$ cat src/rtl/med_ctrl_pkg.sv
// Shared definitions for the median-filter frame controller.
//
// Contents:
//   frame_state_t  frame tracking states (S_WAIT, S_FRAME, S_BLANK)
//   DEF_IMG_W      default expected active pixels per line
//   DEF_IMG_H      default expected active lines per frame
//   DEF_CNT_W      default pixel/line counter width
//   DEF_FRM_W      default frame counter width
package med_ctrl_pkg;

  typedef enum logic [1:0] {
    S_WAIT  = 2'd0,
    S_FRAME = 2'd1,
    S_BLANK = 2'd2
  } frame_state_t;

  localparam int DEF_IMG_W = 640;
  localparam int DEF_IMG_H = 480;
  localparam int DEF_CNT_W = 12;
  localparam int DEF_FRM_W = 16;

endpackage

$ cat src/rtl/sync_edge_det.sv
// Registered 1-bit edge detector for a signal synchronous to clk.
//
// Ports:
//   clk   in   clock
//   din   in   level being watched
//   rise  out  din is high now and was low on the previous edge
//   fall  out  din is low now and was high on the previous edge
//
// The history flop always loads the current level, including while the
// parent block is held in reset. A signal that is already high when reset
// is released therefore does not produce a false rise.
module sync_edge_det (
  input  logic clk,
  input  logic din,
  output logic rise,
  output logic fall
);

  logic din_q;

  // One-cycle history of the watched level.
  always_ff @(posedge clk) begin
    din_q <= din;
  end

  assign rise = din & ~din_q;
  assign fall = ~din & din_q;

endmodule

$ cat src/rtl/med_filter_frame_ctrl.sv
// Frame-synchronous controller for the 3x3 median filter of the gray path.
// It accepts filter-enable updates over a valid/ready handshake and applies
// them only at frame start. It also counts pixels, lines and frames, and flags
// frames whose geometry differs from IMG_W x IMG_H.
//
// Ports:
//   clk          pixel clock
//   rst_n        synchronous reset, active low
//   cfg_valid    enable-update request
//   cfg_enable   requested filter enable
//   cfg_ready    high when no update is pending
//   per_vsync    frame sync, active high
//   per_href     line valid, active high
//   per_de       pixel valid, active high
//   filter_en    filter enable, changes only at frame start
//   frame_active high while a tracked frame is in progress
//   frame_done   one-cycle pulse at the end of a tracked frame
//   frame_cnt    completed tracked frames, wraps
//   line_cnt     lines counted in the current/last frame
//   size_err     last completed frame had the wrong geometry
//
// Build option:
//   MED_CTRL_AUTO_BYPASS_EN  when defined, the frame start that follows a
//                            malformed frame forces filter_en low.
module med_filter_frame_ctrl
  import med_ctrl_pkg::*;
#(
  parameter int IMG_W = DEF_IMG_W,
  parameter int IMG_H = DEF_IMG_H,
  parameter int CNT_W = DEF_CNT_W,
  parameter int FRM_W = DEF_FRM_W
) (
  input  logic             clk,
  input  logic             rst_n,
  input  logic             cfg_valid,
  input  logic             cfg_enable,
  output logic             cfg_ready,
  input  logic             per_vsync,
  input  logic             per_href,
  input  logic             per_de,
  output logic             filter_en,
  output logic             frame_active,
  output logic             frame_done,
  output logic [FRM_W-1:0] frame_cnt,
  output logic [CNT_W-1:0] line_cnt,
  output logic             size_err
);

  localparam logic [CNT_W-1:0] IMG_W_C = CNT_W'(IMG_W);
  localparam logic [CNT_W-1:0] IMG_H_C = CNT_W'(IMG_H);
  localparam logic [CNT_W-1:0] CNT_MAX = '1;

  frame_state_t     state;
  logic [CNT_W-1:0] pix_cnt;
  logic             frame_err;
  logic             pend_valid;
  logic             pend_enable;

  logic             vs_rise, vs_fall;
  logic             hr_rise, hr_fall;

  logic [CNT_W-1:0] pix_base, pix_eff, line_eff;
  logic             line_end, err_eff, final_err;
  logic [CNT_W-1:0] final_lines;
  logic             next_fen;
  logic             accept;

  sync_edge_det u_vsync_edge (
    .clk  (clk),
    .din  (per_vsync),
    .rise (vs_rise),
    .fall (vs_fall)
  );

  sync_edge_det u_href_edge (
    .clk  (clk),
    .din  (per_href),
    .rise (hr_rise),
    .fall (hr_fall)
  );

  // A line starts counting from zero even if the previous one never closed.
  // The pixel on the current cycle is folded in so that a line which ends
  // while href is still high (vsync fall) sees its last pixel.
  assign pix_base = hr_rise ? '0 : pix_cnt;
  assign pix_eff  = (per_de && per_href && pix_base != CNT_MAX) ? pix_base + 1'b1 : pix_base;
  assign line_end = hr_fall | (vs_fall & per_href);
  assign line_eff = (line_cnt != CNT_MAX) ? line_cnt + 1'b1 : line_cnt;
  assign err_eff  = frame_err | (pix_eff != IMG_W_C);

  // Geometry as it stands when the frame closes, including a line that ends
  // on the same cycle.
  assign final_lines = line_end ? line_eff : line_cnt;
  assign final_err   = (line_end ? err_eff : frame_err) | (final_lines != IMG_H_C);

  // The update slot is single-entry, so ready is simply "slot empty".
  assign cfg_ready = ~pend_valid;
  assign accept    = cfg_valid & cfg_ready;

  // This block picks the enable value that takes effect at the next frame
  // start. A malformed previous frame can override it when auto-bypass is built in.
  always_comb begin
    next_fen = filter_en;
    if (pend_valid) next_fen = pend_enable;
`ifdef MED_CTRL_AUTO_BYPASS_EN
    if (size_err) next_fen = 1'b0;
`else
`endif
  end

  // Frame tracking, geometry counting and handshake state. The pending slot is
  // consumed at every vsync rise. An accept on that same cycle is written
  // afterwards, so it stays pending for the following frame.
  always_ff @(posedge clk) begin
    if (!rst_n) begin
      state        <= S_WAIT;
      pix_cnt      <= '0;
      frame_err    <= 1'b0;
      pend_valid   <= 1'b0;
      pend_enable  <= 1'b0;
      filter_en    <= 1'b0;
      frame_active <= 1'b0;
      frame_done   <= 1'b0;
      frame_cnt    <= '0;
      line_cnt     <= '0;
      size_err     <= 1'b0;
    end else begin
      frame_done <= 1'b0;

      if (vs_rise) begin
        filter_en  <= next_fen;
        pend_valid <= 1'b0;
      end
      if (accept) begin
        pend_valid  <= 1'b1;
        pend_enable <= cfg_enable;
      end

      case (state)
        S_WAIT, S_BLANK: begin
          if (vs_rise) begin
            state        <= S_FRAME;
            frame_active <= 1'b1;
            pix_cnt      <= '0;
            line_cnt     <= '0;
            frame_err    <= 1'b0;
          end
        end
        S_FRAME: begin
          if (line_end) begin
            line_cnt  <= line_eff;
            frame_err <= err_eff;
            pix_cnt   <= '0;
          end else begin
            pix_cnt <= pix_eff;
          end
          if (vs_fall) begin
            state        <= S_BLANK;
            frame_active <= 1'b0;
            frame_done   <= 1'b1;
            frame_cnt    <= frame_cnt + 1'b1;
            size_err     <= final_err;
          end
        end
        default: begin
          state        <= S_WAIT;
          frame_active <= 1'b0;
        end
      endcase
    end
  end

endmodule

$ cat config.mk
export PLATFORM = sky130hd
export DESIGN_NAME = med_filter_frame_ctrl
export DESIGN_NICKNAME = d
export VERILOG_FILES = /design/src/rtl/med_ctrl_pkg.sv /design/src/rtl/sync_edge_det.sv /design/src/rtl/med_filter_frame_ctrl.sv
export SDC_FILE = /design/constraint.sdc
export NUM_CORES = 1
export LEC_CHECK = 0
export CORE_AREA = 5 5 87 89
export DETAILED_ROUTE_END_ITERATION = 16
export DIE_AREA = 0 0 92 94
export GPL_ROUTABILITY_DRIVEN = 0
export PLACE_DENSITY = 0.63
export SLEW_MARGIN = 20
export SYNTH_ARGS = -nofsm -noshare
export SYNTH_HDL_FRONTEND = slang
export SYNTH_SLANG_ARGS = --single-unit
$ cat constraint.sdc
create_clock -name clk -period 3.4 [get_ports clk]
set_input_delay 0.34 -clock clk [delete_from_list [all_inputs] [get_ports clk]]
set_output_delay 0.34 -clock clk [all_outputs]
set_load 0.02 [all_outputs]
==> summary.md <==
| Metric | Value |
|---|---|
| Metal2 WL | between 3000 and 4000 um |
| Clk Latency, worst-skew pair | just over 0.3 ns |
| Core footprint | about 6700 um^2 |
| Arrival @ worst endpoint | ~2.9 ns |
| Family with the most delay on the worst path | simple AND/OR/NAND/NOR gates |
| Mapped Nets | between 300 and 400 |
| Ant diodes | 0 |
| Final Hold Viols | 0 |
| Final wirelength | about 7000 um |
| Worst-path clk slew | ~0.10 ns |
| Top cells by area, synth | dfxtp_1, and2_1, xnor2_1 |
| CP max stage delay | about 0.43 ns |
| Flops & latches, synth | 51 |
| Clock share of power | a little over a third |
| Pins Over Slew Limit | 0 |
| Netlist cell types | ~60 |
| Yosys Warn Count | 0 |
| Worst vdd ir | about 0.15 mV |
| RSZ-0062 raised after global routing | false |
| Root buffer cell | clkbuf_8 |
| Synth Instances | 350 |
| Largest net degree at the start of global routing | 26 |
| Combinational share of power | under 10% |
| Crit path depth | 10 |
| Avg Inst Size Synth | 8.30 um^2 |
| Layout cells sized above 1 | 7.55% |
| Dominant cell type by area after synthesis | dfxtp_1 |
| Critical path launch point | u_href_edge.din_q |
| Max Fanout on Critical Path | 6 |
| M1 wire length | 3410 um |
| DR iter-0 viols | 93 |
| DIE AREA | approximately 8600 um^2 |
| All-Layer GR Usage | between 10% and 20% |
| Sink Count | a little over 50 |
| Cell Rows | 30 |
| DP Wirelength | 4900 um |
| Post-DP Area | around 3300 um^2 |
| R2R depth | 10 |
| Vias in the first global route | 2,426 |
| DR vias/cell | about 5.7 |
| Design area | 3450 um^2 |
| WP data required | roughly 3.6 ns |
| Hold path startpoint | pend_enable |
| Rel. slew slack | between 40 and 50% |
| Async set-or-reset flop fraction in the synthesized netlist | 0% |
| Final setup violation count | 0 |
| Placed cells | approximately 460 |
| Initial antenna violation count | 0 |
| First-pass GRT wire length | roughly 12,000 um |
| Peak Freq | between 0.3 and 0.4 GHz |
| Post CTS Setup Buffer Count | 0 |
| DR top layer | met4 |
| Clk_skew | around 0.006 ns |
| Final cell count without fillers | 464 |
| Post-synth top flop | dfxtp_1 |
| P per Cell Area | ~320 nW/um^2 |
| Buf/Inv on CP | 0 |
| Crit path setup slack, layout | around 0.73 ns |
| Most frequent cells in the layout | dfxtp_1, clkdlybuf4s50_1, nand2_1 |
| Status | complete, no violations |
| Post-CTS Resized | 0 |
| Max Cap Violations | 0 |
| Seq/Total Area, Yosys | a little over a third |
| Actual slew at the worst max-slew pin | between 0.8 and 0.9 ns |
| H-Tree Depth | 2 |
| WL met3 | ~250 um |
| DR vias | ~2,600 |
| Placement Setup Slack | 0.479 ns |
| Hold Crit Class | reg2reg |
| # nets final | about 390 |
| Sequential Power Share | roughly 56% |
| CP Launch Type | flop |
| Slowest CP cell | dfxtp_1 |
| RR Startpoint | u_href_edge.din_q |
| Global route total overflow | 0 |
| Crit. End Element | flop |
| Switch Pwr | just under 0.0003 W |
| Crit path kind | reg2reg |
| Die Height | 94 um |
| CP Cell Sequence | nand2b_1 -> and2_1 -> ha_1 -> nand3_1 -> nor3_4 -> nor3b_4 -> mux2i_1 -> nor4_1 -> nand4_1 -> and3b_1 |
| Avg WL per Cell | 14.7 um |
| Synth-to-Final Area Change | 18.6% |
| P_int | 0.000794 W |
| Hold-critical path depth | 2 |
| Post-route ant nets | 0 |
| Post-synth top area share | about a third |
| Hold_buf cts | 0 |
| Final clock period utilization by the worst path | about four fifths |
| Final Critical Period | around 2.7 ns |
| 1st-pass router iterations | 4 |
| # IOs | 40 |
| Die W | ~90 um |
| CTS tree | yes |
| Starting density of the core | between 40% and 50% |
| CTS buffer count | 5 |
| Syn Std Cell Area | around 2900 um^2 |
| Most common cell after layout, fill and taps aside | dfxtp_1 |
| Leakage power | approximately 1.2 nW |
| Deepest clock path buffer count | 2 |
| Port bufs | 39 |
| Post-route DRC | 0 |
| Number of enable flip-flop cells after synthesis | 0 |
| Net Sw Frac | ~27% |
| Setup total negative slack | 0 ns |
[state kept, by name (all words and copies together) (netlist names)]
| register | flops |
|---|---|
| pend_enable | 1 |
| frame_done | 1 |
| state | 2 |
| frame_cnt | 16 |
| frame_active | 1 |
| size_err | 1 |
| filter_en | 1 |
| pix_cnt | 12 |
| line_cnt | 12 |
| pend_valid | 1 |
| u_href_edge.din_q | 1 |
| u_vsync_edge.din_q | 1 |
| frame_err | 1 |
[Yosys cell counts (all sizes together) (4+ instances only)]
master / n
o21ai: 16
inv: 10
nand2: 31
and4: 6
buf: 6
dfxtp: 51
a21boi: 6
a22oi: 6
nand3: 20
a21oi: 9
o211ai: 4
clkbuf: 11
a31oi: 9
nand4: 13
a21o: 4
nand2b: 5
xnor2: 16
nor2b: 13
and2: 26
xor2: 4
and3: 7
nor3: 10
nor2: 22
[tightest hold or removal path, cell delays in order (launching register included)]
cell and delay (ns):
dfxtp_1 0.33, nand3_1 0.06, a21boi_0 0.06
[cell families after synthesis]
| logic type | share of synthesized area [%] |
|---|---|
| and+or+nand+nor | 32.5 |
| AOI/OAI and AO/OA | 20.1 |
| DFF | 35.1 |
| buffers and inverters | 3.96 |
| xor gates and xnor gates | 6.03 |
| muxes | 1.03 |
| adders and majority gates | 1.29 |
[final cells by class]
| class | instances | area (um^2) |
|---|---|---|
| flip-flops and latches | 51 | 1020 |
| repair buffers | 43 | 420 |
| clock inverters | 3 | 28.8 |
| fillers | 646 | 3230 |
| well taps | 80 | 100 |
| multi-input cells | 272 | 1770 |
| clock buffers | 5 | 68.8 |
| inverters | 10 | 37.5 |
[stage by stage]
step	total power, W	util [%]	hold slack [ns]
5_1_grt	0.00114	51.6	0.528
3_5_place_dp	0.000723	50.1	0.472
3_3_place_gp	0.000723	50.1	0.469
2_1_floorplan	0.000687	-	0.368
6_report	0.00109	51.6	0.486
4_1_cts	0.00110	51.6	0.490
[worst paths after layout]
| kind | slack, ns | end |
|---|---|---|
| setup / recovery | 0.73 | frame_err |
| hold reg to reg | 0.49 | filter_en |
| hold / removal | 0.49 | filter_en |
| setup reg to reg | 0.73 | frame_err |
[power by group through the flow]
stage / Combinational, W / Sequential (W) / Clock [W]
floorplan: 0.0000594 / 0.000627 / 0
global placement: 0.0000971 / 0.000625 / 0
detailed placement: 0.0000972 / 0.000626 / 0
CTS: 0.0000977 / 0.000612 / 0.000392
global route: 0.000107 / 0.000613 / 0.000418
finish: 0.0000975 / 0.000612 / 0.000377
[metal layers]
metal,GRT usage [%],vias up
met4,5.57,0
met5,0,-
met1,21.5,1228
met3,2.96,9
li1,-,1340
met2,26.0,47
(Power assumes the default switching activity.)
